===== config.mk =====
export PLATFORM = sky130hd
export DESIGN_NAME = kbd_scancode_decoder
export DESIGN_NICKNAME = d
export VERILOG_FILES = /design/src/rtl/kbd_pkg.sv /design/src/rtl/kbd_scancode_decoder_rom.sv /design/src/rtl/kbd_scancode_decoder.sv
export SDC_FILE = /design/constraint.sdc
export NUM_CORES = 1
export LEC_CHECK = 0
export CELL_PAD_IN_SITES_DETAIL_PLACEMENT = 1
export CELL_PAD_IN_SITES_GLOBAL_PLACEMENT = 1
export CORE_MARGIN = 3
export CORE_UTILIZATION = 50
export DETAILED_ROUTE_END_ITERATION = 12
export HOLD_SLACK_MARGIN = 0.02
export PLACE_DENSITY_LB_ADDON = 0.1
export SLEW_MARGIN = 10
export SYNTH_ARGS = -nofsm -noshare
export SYNTH_HDL_FRONTEND = slang
export SYNTH_HIERARCHICAL = 1
export SYNTH_SLANG_ARGS = --single-unit

===== constraint.sdc =====
create_clock -name clk -period 7 [get_ports clk]
set_input_delay 1.4 -clock clk [delete_from_list [all_inputs] [get_ports clk]]
set_output_delay 1.4 -clock clk [all_outputs]
set_load 0.05 [all_outputs]

===== src/rtl/kbd_pkg.sv =====
// Shared types and constants for the PS/2 set-2 scancode decoder.
package kbd_pkg;

    typedef enum logic [1:0] {
        IDLE    = 2'd0,
        EXT     = 2'd1,
        BRK     = 2'd2,
        EXT_BRK = 2'd3
    } kbd_state_t;

    localparam logic [7:0] SC_E0      = 8'hE0;
    localparam logic [7:0] SC_F0      = 8'hF0;
    localparam logic [7:0] SC_LSHIFT  = 8'h12;
    localparam logic [7:0] SC_RSHIFT  = 8'h59;
    localparam logic [7:0] SC_CAPS    = 8'h58;

    localparam logic [1:0] ST_NONE  = 2'b00;
    localparam logic [1:0] ST_PRINT = 2'b01;
    localparam logic [1:0] ST_OTHER = 2'b10;

endpackage


===== src/rtl/kbd_scancode_decoder_rom.sv =====
// Combinational set-2 scancode to ASCII lookup; letters are upper-cased on request.
module scancode_rom
    import kbd_pkg::*;
(
    input  logic [7:0] code,
    input  logic       upper,
    output logic [7:0] ascii,
    output logic       printable
);

    logic [7:0] lower;

    always_comb begin
        lower     = 8'h00;
        printable = 1'b1;
        case (code)
            8'h1C: lower = 8'h61;   8'h32: lower = 8'h62;   8'h21: lower = 8'h63;
            8'h23: lower = 8'h64;   8'h24: lower = 8'h65;   8'h2B: lower = 8'h66;
            8'h34: lower = 8'h67;   8'h33: lower = 8'h68;   8'h43: lower = 8'h69;
            8'h3B: lower = 8'h6A;   8'h42: lower = 8'h6B;   8'h4B: lower = 8'h6C;
            8'h3A: lower = 8'h6D;   8'h31: lower = 8'h6E;   8'h44: lower = 8'h6F;
            8'h4D: lower = 8'h70;   8'h15: lower = 8'h71;   8'h2D: lower = 8'h72;
            8'h1B: lower = 8'h73;   8'h2C: lower = 8'h74;   8'h3C: lower = 8'h75;
            8'h2A: lower = 8'h76;   8'h1D: lower = 8'h77;   8'h22: lower = 8'h78;
            8'h35: lower = 8'h79;   8'h1A: lower = 8'h7A;
            8'h45: lower = 8'h30;   8'h16: lower = 8'h31;   8'h1E: lower = 8'h32;
            8'h26: lower = 8'h33;   8'h25: lower = 8'h34;   8'h2E: lower = 8'h35;
            8'h36: lower = 8'h36;   8'h3D: lower = 8'h37;   8'h3E: lower = 8'h38;
            8'h46: lower = 8'h39;
            8'h29: lower = 8'h20;
            8'h5A: lower = 8'h0D;
            8'h66: lower = 8'h08;
            default: printable = 1'b0;
        endcase
    end

    // Only the letter range has a case; digits and controls pass through.
    always_comb begin
        ascii = lower;
        if (upper && lower >= 8'h61 && lower <= 8'h7A) begin
            ascii = lower - 8'h20;
        end
    end

endmodule


===== src/rtl/kbd_scancode_decoder.sv =====
// PS/2 set-2 byte stream to held-key ASCII/state for the game core.
// pstate  | meaning
// IDLE    | no prefix pending; non-prefix bytes are make codes
// EXT     | E0 seen; next non-F0 byte is an extended make
// BRK     | F0 seen; next byte is a break code
// EXT_BRK | E0 F0 seen; next byte is an extended break
module kbd_scancode_decoder
    import kbd_pkg::*;
#(
    parameter int TIMEOUT_CYCLES = 2500000,
    parameter int CNT_W          = 22
) (
    input  logic       clk,
    input  logic       reset,
    input  logic       ps2_ready,
    input  logic [7:0] ps2_data,
    output logic [7:0] kbd_ascii,
    output logic [1:0] state,
    output logic       key_strobe,
    output logic       shift_o,
    output logic       caps_o
);

    localparam logic [CNT_W-1:0] TIMEOUT_VAL = CNT_W'(TIMEOUT_CYCLES);

    logic             rdy_q;
    logic [7:0]       data_q;
    kbd_state_t       pstate, pstate_nxt;
    logic [CNT_W-1:0] cnt, cnt_nxt;
    logic [8:0]       held, held_nxt;
    logic             shift_l, shift_r, shift_l_nxt, shift_r_nxt;
    logic             caps_held, caps_held_nxt, caps_nxt;
    logic [7:0]       ascii_nxt;
    logic [1:0]       st_nxt;
    logic             strobe_nxt;
    logic             is_make, is_break, is_ext;
    logic [8:0]       code_key;
    logic [7:0]       rom_ascii;
    logic             rom_printable;

    // Held code carries the extended flag so E0-prefixed keys never alias plain ones.
    assign code_key = {is_ext, data_q};

    scancode_rom u_rom (
        .code      (data_q),
        .upper     ((shift_l | shift_r) ^ caps_o),
        .ascii     (rom_ascii),
        .printable (rom_printable)
    );

    always_comb begin
        pstate_nxt = pstate;
        cnt_nxt    = cnt;
        is_make    = 1'b0;
        is_break   = 1'b0;
        is_ext     = 1'b0;
        if (rdy_q) begin
            cnt_nxt = '0;
            case (pstate)
                IDLE: begin
                    if (data_q == SC_E0)      pstate_nxt = EXT;
                    else if (data_q == SC_F0) pstate_nxt = BRK;
                    else                      is_make = 1'b1;
                end
                EXT: begin
                    if (data_q == SC_F0) begin
                        pstate_nxt = EXT_BRK;
                    end else begin
                        is_make    = 1'b1;
                        is_ext     = 1'b1;
                        pstate_nxt = IDLE;
                    end
                end
                BRK: begin
                    is_break   = 1'b1;
                    pstate_nxt = IDLE;
                end
                default: begin
                    is_break   = 1'b1;
                    is_ext     = 1'b1;
                    pstate_nxt = IDLE;
                end
            endcase
        end else if (pstate != IDLE) begin
            if (cnt == TIMEOUT_VAL) begin
                pstate_nxt = IDLE;
                cnt_nxt    = '0;
            end else begin
                cnt_nxt = cnt + CNT_W'(1);
            end
        end
    end

    always_comb begin
        held_nxt      = held;
        shift_l_nxt   = shift_l;
        shift_r_nxt   = shift_r;
        caps_nxt      = caps_o;
        caps_held_nxt = caps_held;
        ascii_nxt     = kbd_ascii;
        st_nxt        = state;
        strobe_nxt    = 1'b0;
        if (is_make) begin
            if (!is_ext && data_q == SC_LSHIFT) begin
                shift_l_nxt = 1'b1;
            end else if (!is_ext && data_q == SC_RSHIFT) begin
                shift_r_nxt = 1'b1;
            end else if (!is_ext && data_q == SC_CAPS) begin
                if (!caps_held) caps_nxt = ~caps_o;
                caps_held_nxt = 1'b1;
            end else if (code_key != held) begin
                held_nxt = code_key;
                if (!is_ext && rom_printable) begin
                    st_nxt     = ST_PRINT;
                    ascii_nxt  = rom_ascii;
                    strobe_nxt = 1'b1;
                end else begin
                    st_nxt    = ST_OTHER;
                    ascii_nxt = 8'h00;
                end
            end
        end
        if (is_break) begin
            if (!is_ext && data_q == SC_LSHIFT) begin
                shift_l_nxt = 1'b0;
            end else if (!is_ext && data_q == SC_RSHIFT) begin
                shift_r_nxt = 1'b0;
            end else if (!is_ext && data_q == SC_CAPS) begin
                caps_held_nxt = 1'b0;
            end else if (code_key == held) begin
                held_nxt  = '0;
                st_nxt    = ST_NONE;
                ascii_nxt = 8'h00;
            end
        end
    end

    always_ff @(posedge clk or posedge reset) begin
        if (reset) begin
            rdy_q      <= 1'b0;
            data_q     <= 8'h00;
            pstate     <= IDLE;
            cnt        <= '0;
            held       <= '0;
            shift_l    <= 1'b0;
            shift_r    <= 1'b0;
            caps_held  <= 1'b0;
            kbd_ascii  <= 8'h00;
            state      <= ST_NONE;
            key_strobe <= 1'b0;
            shift_o    <= 1'b0;
            caps_o     <= 1'b0;
        end else begin
            rdy_q      <= ps2_ready;
            data_q     <= ps2_data;
            pstate     <= pstate_nxt;
            cnt        <= cnt_nxt;
            held       <= held_nxt;
            shift_l    <= shift_l_nxt;
            shift_r    <= shift_r_nxt;
            caps_held  <= caps_held_nxt;
            kbd_ascii  <= ascii_nxt;
            state      <= st_nxt;
            key_strobe <= strobe_nxt;
            shift_o    <= shift_l_nxt | shift_r_nxt;
            caps_o     <= caps_nxt;
        end
    end

endmodule


# After elaboration in Yosys (flattened, before gate mapping)
# Cells that the tools add are included.
op_classes:
  n_lt_le_gt_ge: 2
  reduce_logical: 16
  muxes: 77
  n_eq_ne: 50
  bitwise: 7
  n_addsub: 2
ops:
  columns: ["op", "count"]
  rows:
  - ["7-bit case mux with 39 select lines", 1]
  - ["8-bit by 6-bit == test with 1-bit output, second input constant", 23]
  - ["8-bit two-way mux", 12]
  - ["9-bit two-way mux", 10]
  - ["8-bit by 7-bit == test with 1-bit output, second input constant", 11]
  - ["22-bit two-way mux", 3]
  - ["8-bit by 5-bit == test with 1-bit output, second input constant", 8]
  - ["39-bit OR reduction", 1]
  - ["2-bit two-way mux", 17]
  - ["1-bit two-way mux", 31]
  - ["22-bit by 1-bit adder with 22-bit output, second input constant", 1]
  - ["22-bit == test, second input constant", 1]
  - ["8-bit == test, second input constant", 2]
  - ["9-bit == test", 1]
  - ["9-bit inequality test", 1]
  - ["7-bit by 6-bit subtractor with 8-bit output, second input constant", 1]
  - ["7-bit greater-or-equal comparator, second input constant", 1]
  - ["7-bit <= comparator, second input constant", 1]
  - ["1-bit logical AND", 6]
  - ["2-bit nonzero test", 3]
  - ["5-bit AND reduction", 1]
  - ["4-bit inequality test, second input constant", 1]
  - ["1-bit inverter", 4]
  - ["1-bit case mux with 2 select lines", 2]
  - ["9 further kinds", 11]
totals:
  regBits: 58
  wordCells: 167
  input_bits: 11
  out_inout_bits: 13

# Depth between registers and ports, before layout
logic_depth:
  ltp_word: 17
  depth_mapped: 11

# Hierarchy
# The synthesis kept the hierarchy.
modules_own_cells:
  columns: ["module", "n_inst", "area_per_inst_um2", "cells_each", "seq_area_each_um2"]
  rows:
  - ["kbd_scancode_decoder", 1, 2930.3, 281, 1451.4]
  - ["scancode_rom", 1, 932.1, 130, 0.0]

# Worst setup path before layout
# No wires, ideal clock.
synth_timing:
  path_type: "register -> register"
  start: "reg data_q[4]"
  end: "reg kbd_ascii[6]"
  stages_incl_launch_ff: 12
  period_less_slack_ns: 2.336
  arrival_time_ns: 2.203
  slack_ns: 4.664
  cell_sequence: "dfrtp_1 > buf_6 > nor4b_4 > a31oi_1 > o32ai_4 > a21oi_1 > and2_1 > and3_1 > ha_1 > a21oi_2 > a32oi_1 > o21ai_0"
synth_via:
  elab_chain_cells: 17
  elab_cells_between_ends: 77
  cone_classes: "1 x add/sub; 2 x order compare; 46 x eq/ne; 20 x mux; 8 x reduce/logical"
synth_lines:
  columns: ["item", "line", "rtl"]
  rows:
  - ["start, declared", "kbd_scancode_decoder.sv:27", "logic [7:0] data_q;"]
  - ["start signal, assigned", "kbd_scancode_decoder.sv:155", "data_q <= ps2_data;"]
  - ["8-bit by 7-bit == test with 1-bit output (tied with other cells)", "kbd_scancode_decoder_rom.sv:16", "case (code)"]
  - ["7-bit case mux with 39 select lines (*)", "kbd_scancode_decoder_rom.sv:16", null]
  - ["7-bit greater-or-equal comparator", "kbd_scancode_decoder_rom.sv:40", "if (upper && lower >= 8'h61 && lower <= 8'h7A) begin"]
  - ["1-bit logical AND (2 in series)", "kbd_scancode_decoder_rom.sv:40", null]
  - ["8-bit two-way mux (*)", "kbd_scancode_decoder_rom.sv:40", null]
  - ["via rom_ascii[6]", "kbd_scancode_decoder.sv:38", "logic [7:0] rom_ascii;"]
  - ["8-bit two-way mux (*)", "kbd_scancode_decoder.sv:113", "if (!is_ext && rom_printable) begin"]
  - ["8-bit two-way mux (*)", "kbd_scancode_decoder.sv:111", "end else if (code_key != held) begin"]
  - ["[2 not listed]", null, null]
  - ["8-bit two-way mux (*)", "kbd_scancode_decoder.sv:104", "if (!is_ext && data_q == SC_LSHIFT) begin"]
  - ["8-bit two-way mux (*)", "kbd_scancode_decoder.sv:103", "if (is_make) begin"]
  - ["8-bit two-way mux", "kbd_scancode_decoder.sv:130", "end else if (code_key == held) begin"]
  - ["8-bit two-way mux", "kbd_scancode_decoder.sv:128", "end else if (!is_ext && data_q == SC_CAPS) begin"]
  - ["8-bit two-way mux", "kbd_scancode_decoder.sv:126", "end else if (!is_ext && data_q == SC_RSHIFT) begin"]
  - ["8-bit two-way mux", "kbd_scancode_decoder.sv:124", "if (!is_ext && data_q == SC_LSHIFT) begin"]
  - ["8-bit two-way mux (*)", "kbd_scancode_decoder.sv:123", "if (is_break) begin"]
  - ["via ascii_nxt[6]", "kbd_scancode_decoder.sv:33", "logic [7:0] ascii_nxt;"]
  - ["end signal, assigned", "kbd_scancode_decoder.sv:162", "kbd_ascii <= ascii_nxt;"]
  - ["end, declared", "kbd_scancode_decoder.sv:17", "output logic [7:0] kbd_ascii,"]
# The timed path passes the listed nets; every way through them passes the cells marked *.
# A chain may end at the register's enable or synchronous reset.

# Worst setup path after layout
layout_timing:
  start: "reg data_q[1]"
  end: "reg held[6]"
layout_via:
  elab_chain_cells: 15
  elab_cells_between_ends: 27
  cone_classes: "7 x eq/ne; 16 x mux; 4 x reduce/logical"
layout_lines:
  columns: ["item", "line", "rtl"]
  rows:
  - ["8-bit == test", "kbd_scancode_decoder.sv:62, kbd_scancode_decoder.sv:66", null]
  - ["1-bit two-way mux", "kbd_scancode_decoder.sv:62, kbd_scancode_decoder.sv:66", null]
  - ["1-bit case mux with 2 select lines", "kbd_scancode_decoder.sv:59", "case (pstate)"]
  - ["1-bit two-way mux", "kbd_scancode_decoder.sv:57", "if (rdy_q) begin"]
  - ["9-bit inequality test / 1-bit logical NOT (equally long branches)", null, null]
  - ["9-bit two-way mux / 1-bit logical AND (equally long branches)", "kbd_scancode_decoder.sv:111, kbd_scancode_decoder.sv:108, kbd_scancode_decoder.sv:128", null]
  - ["9-bit two-way mux", "kbd_scancode_decoder.sv:108", "end else if (!is_ext && data_q == SC_CAPS) begin"]
  - ["9-bit two-way mux", "kbd_scancode_decoder.sv:106", "end else if (!is_ext && data_q == SC_RSHIFT) begin"]
  - ["9-bit two-way mux", "kbd_scancode_decoder.sv:104", null]
  - ["9-bit two-way mux", "kbd_scancode_decoder.sv:103", null]
  - ["9-bit two-way mux", "kbd_scancode_decoder.sv:130", null]
  - ["9-bit two-way mux", "kbd_scancode_decoder.sv:128", null]
  - ["9-bit two-way mux", "kbd_scancode_decoder.sv:126", null]
  - ["9-bit two-way mux", "kbd_scancode_decoder.sv:124", null]
  - ["9-bit two-way mux (*)", "kbd_scancode_decoder.sv:123", null]
  - ["via held_nxt[6]", "kbd_scancode_decoder.sv:30", "logic [8:0] held, held_nxt;"]
  - ["end signal, assigned", "kbd_scancode_decoder.sv:158", "held <= held_nxt;"]
  - ["end, declared", "kbd_scancode_decoder.sv:30", null]
# Marks and branches as above.

==> impl_metrics.toml <==
[outcome]
status = "completed"

[global_route]
grt_max_degree = 59
grt_pass1_wl_mm = 18.6
track_usage_pct = 26.6
first_global_vias = 3616
antenna_found_initial = 0
gr-total-overflow = 0

[synth]
syn_area_mm2 = 0.00386
synthTopCellsByArea = "dfrtp_1 38%, xor2_1 4.3%, o21ai_0 3.9%"
ys_seq_elements = 58
synth.avg_cell_area_um2 = 9.40
yosysWarnings = 6
syn_inst = 411
synth.most_common_cell = "dfrtp_1"
netlist.area_leader.share_pct = 37.6
synth_edf_count = 0
synth.distinct_cells = 72
synth_nets = 425
async_reset_ff_share_pct = 100
synth_ff_type = "dfrtp_1"
yosysTopAreaCell = "dfrtp_1"
ys_seq_area_share_pct = 37.6
synthTopCellsByCount = "58 x dfrtp_1, 39 x nor2_1, 30 x o21ai_0"

[sta]
setup-violations-final = 0
fin_setup_tns_ns = 0
fin_crit_ns = 3.29
slew_headroom_pct = 28.3
period_share_pct = 46.9
hold_violations = 0
fin_hold_ws_ns = 0.518
rsz0062_at_grt = "no"
slew_viol_final = 0
finClkSkew_ns = 0.00935
worstMarginPinSlew_ns = 1.08
max_freq_mhz = 304

[routing]
drc = 0
drt_iter0_markers = 300
wl_mm = 11.0
wl_per_cell_um = 20.7
ant_nets = 0
via_per_inst = 6.49
num_vias = 3429
first_pass_iters = 6

[worst_setup_path]
slowest_stage = "o31ai_2"
crit_type = "reg2reg"
crit_required_ns = 7.20
critPathMaxStageDelay_ns = 0.95
path_cells = "or4b_1 > o31ai_2 > a21oi_1 > a22oi_1 > o2bb2ai_1"
worstSetupEndpoint = "held[6]"
r2r-start = "data_q[1]"
path_depth = 5
crit_arrival_ns = 3.49
critPathMaxFanout = 27
crit_start = "data_q[1]"
critPathBufInv = 0
start_kind = "flip-flop"
r2r_cells = 5
r2r_slack_ns = 3.71
rr_endpoint = "held[6]"
cp-end-kind = "flip-flop"
critPathTopFamily = "compound AO/OA/AOI/OAI gates"

[cells_and_area]
areaGrowthSynthToFinish_pct = 11.1
nets = 439
layout-drive-gt1-share_pct = 11.7
diodes = 0
nFillCells = 849
final_area_mm2 = 0.00429

[job]
drv_cap = 0

[min_path]
hp-class = "reg2reg"

[die]
die_y_um = 93.9
boundaryPins = 24
die_area_mm2 = 0.00882
row_count = 31
coreArea_mm2 = 0.00737
initial_utilization_pct = 52.4
dieWidth_um = 93.9

[clock_tree]
cts_tree = "yes"
cts_hold_buffers = 0
cts_setup_buffers = 0
cts.path.max_buffers = 2
clock_latency_ns = 0.33
cts_buffers = 9
cts_sinks = 58
clk_pin_slew_worst_paths_ns = 0.07
root_buffer = "clkbuf_8"
cts_resized = 0
htreeDepth = 3

[pwr]
ir_drop_v = 0.000173
power_leakage_nw = 1.64
power.density_mw_per_mm2 = 187

[placement]
place_hpwl_mm = 7.52
placed_area_mm2 = 0.00410
gp_congestion = 0.934
io_buffer_count = 23
-- routing by layer --
layer  GRT usage, %  routed length [um]  part of all wire (%)
met1           37.7                5080                    46
met4           7.10                 122                   1.1
met3           4.25                 504                   4.6
met2           42.1                5240                    48
met5              0                   0                     0
-- metrics by stage --
step                power [W]  worst slack [ns]  utilization, %  cells
detailed placement   0.000494              3.79            55.6    513
global route         0.000829              3.41            58.2    528
global placement     0.000488              3.88            55.6    513
floorplan            0.000457              4.17               -    411
CTS                  0.000801              3.72            58.2    528
finish               0.000801              3.71            58.2    528
-- final cells by class --
type / instances / area (um2) / share of cell area [%]
Sequential cell: 58 / 1450 / 33.8
Multi-Input combinational cell: 320 / 2230 / 51.9
Inverter: 9 / 33.8 / 0.787
Timing Repair Buffer: 27 / 260 / 6.07
Clock inverter: 5 / 55.1 / 1.28
Tap cell: 99 / 124 / 2.89
Clock buffer: 10 / 138 / 3.21
-- power breakdown --
part           internal (W)  switching, W
Clock              0.000171      0.000140
Sequential         0.000348     0.0000252
Combinational     0.0000436     0.0000724
-- registers in the layout, summed over array words and instances (netlist names), 2 cells and up --
register and cells:
cnt 22, pstate 2, state 2, kbd_ascii 8, held 9, data_q 8
-- placed cells by master, fill, tap and decap left out, types with 4 or more instances in the layout --
| cell | netlist | final |
|---|---|---|
| a21oi_1 | 12 | 12 |
| a21oi_2 | 4 | 4 |
| a22oi_1 | 7 | 7 |
| a31oi_1 | 5 | 5 |
| a32oi_1 | 12 | 12 |
| and2_1 | 6 | 6 |
| and3_1 | 9 | 9 |
| buf_4 | 5 | 4 |
| clkbuf_8 | 0 | 10 |
| clkdlybuf4s50_1 | 0 | 23 |
| dfrtp_1 | 58 | 58 |
| inv_1 | 7 | 6 |
| mux2i_1 | 5 | 5 |
| nand2_1 | 26 | 26 |
| nand2b_1 | 11 | 11 |
| nand3_1 | 8 | 8 |
| nand4_1 | 7 | 7 |
| nor2_1 | 39 | 39 |
| nor2b_1 | 5 | 5 |
| nor3_1 | 9 | 9 |
| nor4_1 | 8 | 8 |
| o21ai_0 | 30 | 30 |
| o22ai_1 | 4 | 4 |
| o2bb2ai_1 | 10 | 10 |
| o32a_1 | 5 | 5 |
| or4b_2 | 4 | 4 |
| xnor2_1 | 11 | 11 |
| xor2_1 | 19 | 19 |
-- how the worst min path moves through the flow --
stage                end       from  depth (start not counted)
6_report       caps_held  caps_held                          1
5_1_grt        caps_held  caps_held                          1
4_1_cts        caps_held  caps_held                          1
3_5_place_dp   caps_held  caps_held                          1
3_3_place_gp   caps_held  caps_held                          1
2_1_floorplan  caps_held  caps_held                          1
-- cell families (layout without fill, tap and decap cells) --
family | Yosys count | after routing | synth area share [%]
AND/OR/NAND/NOR | 159 | 159 | 24.8
multiplexers | 5 | 5 | 1.30
AO/OA/AOI/OAI | 123 | 123 | 23.8
flip-flops | 58 | 58 | 37.6
buffers and inverters | 33 | 51 | 4.73
adder cells (fa/ha/maj) | 3 | 3 | 0.972
XOR/XNOR | 30 | 30 | 6.80
Note: power is estimated with default switching activity, not from simulation.
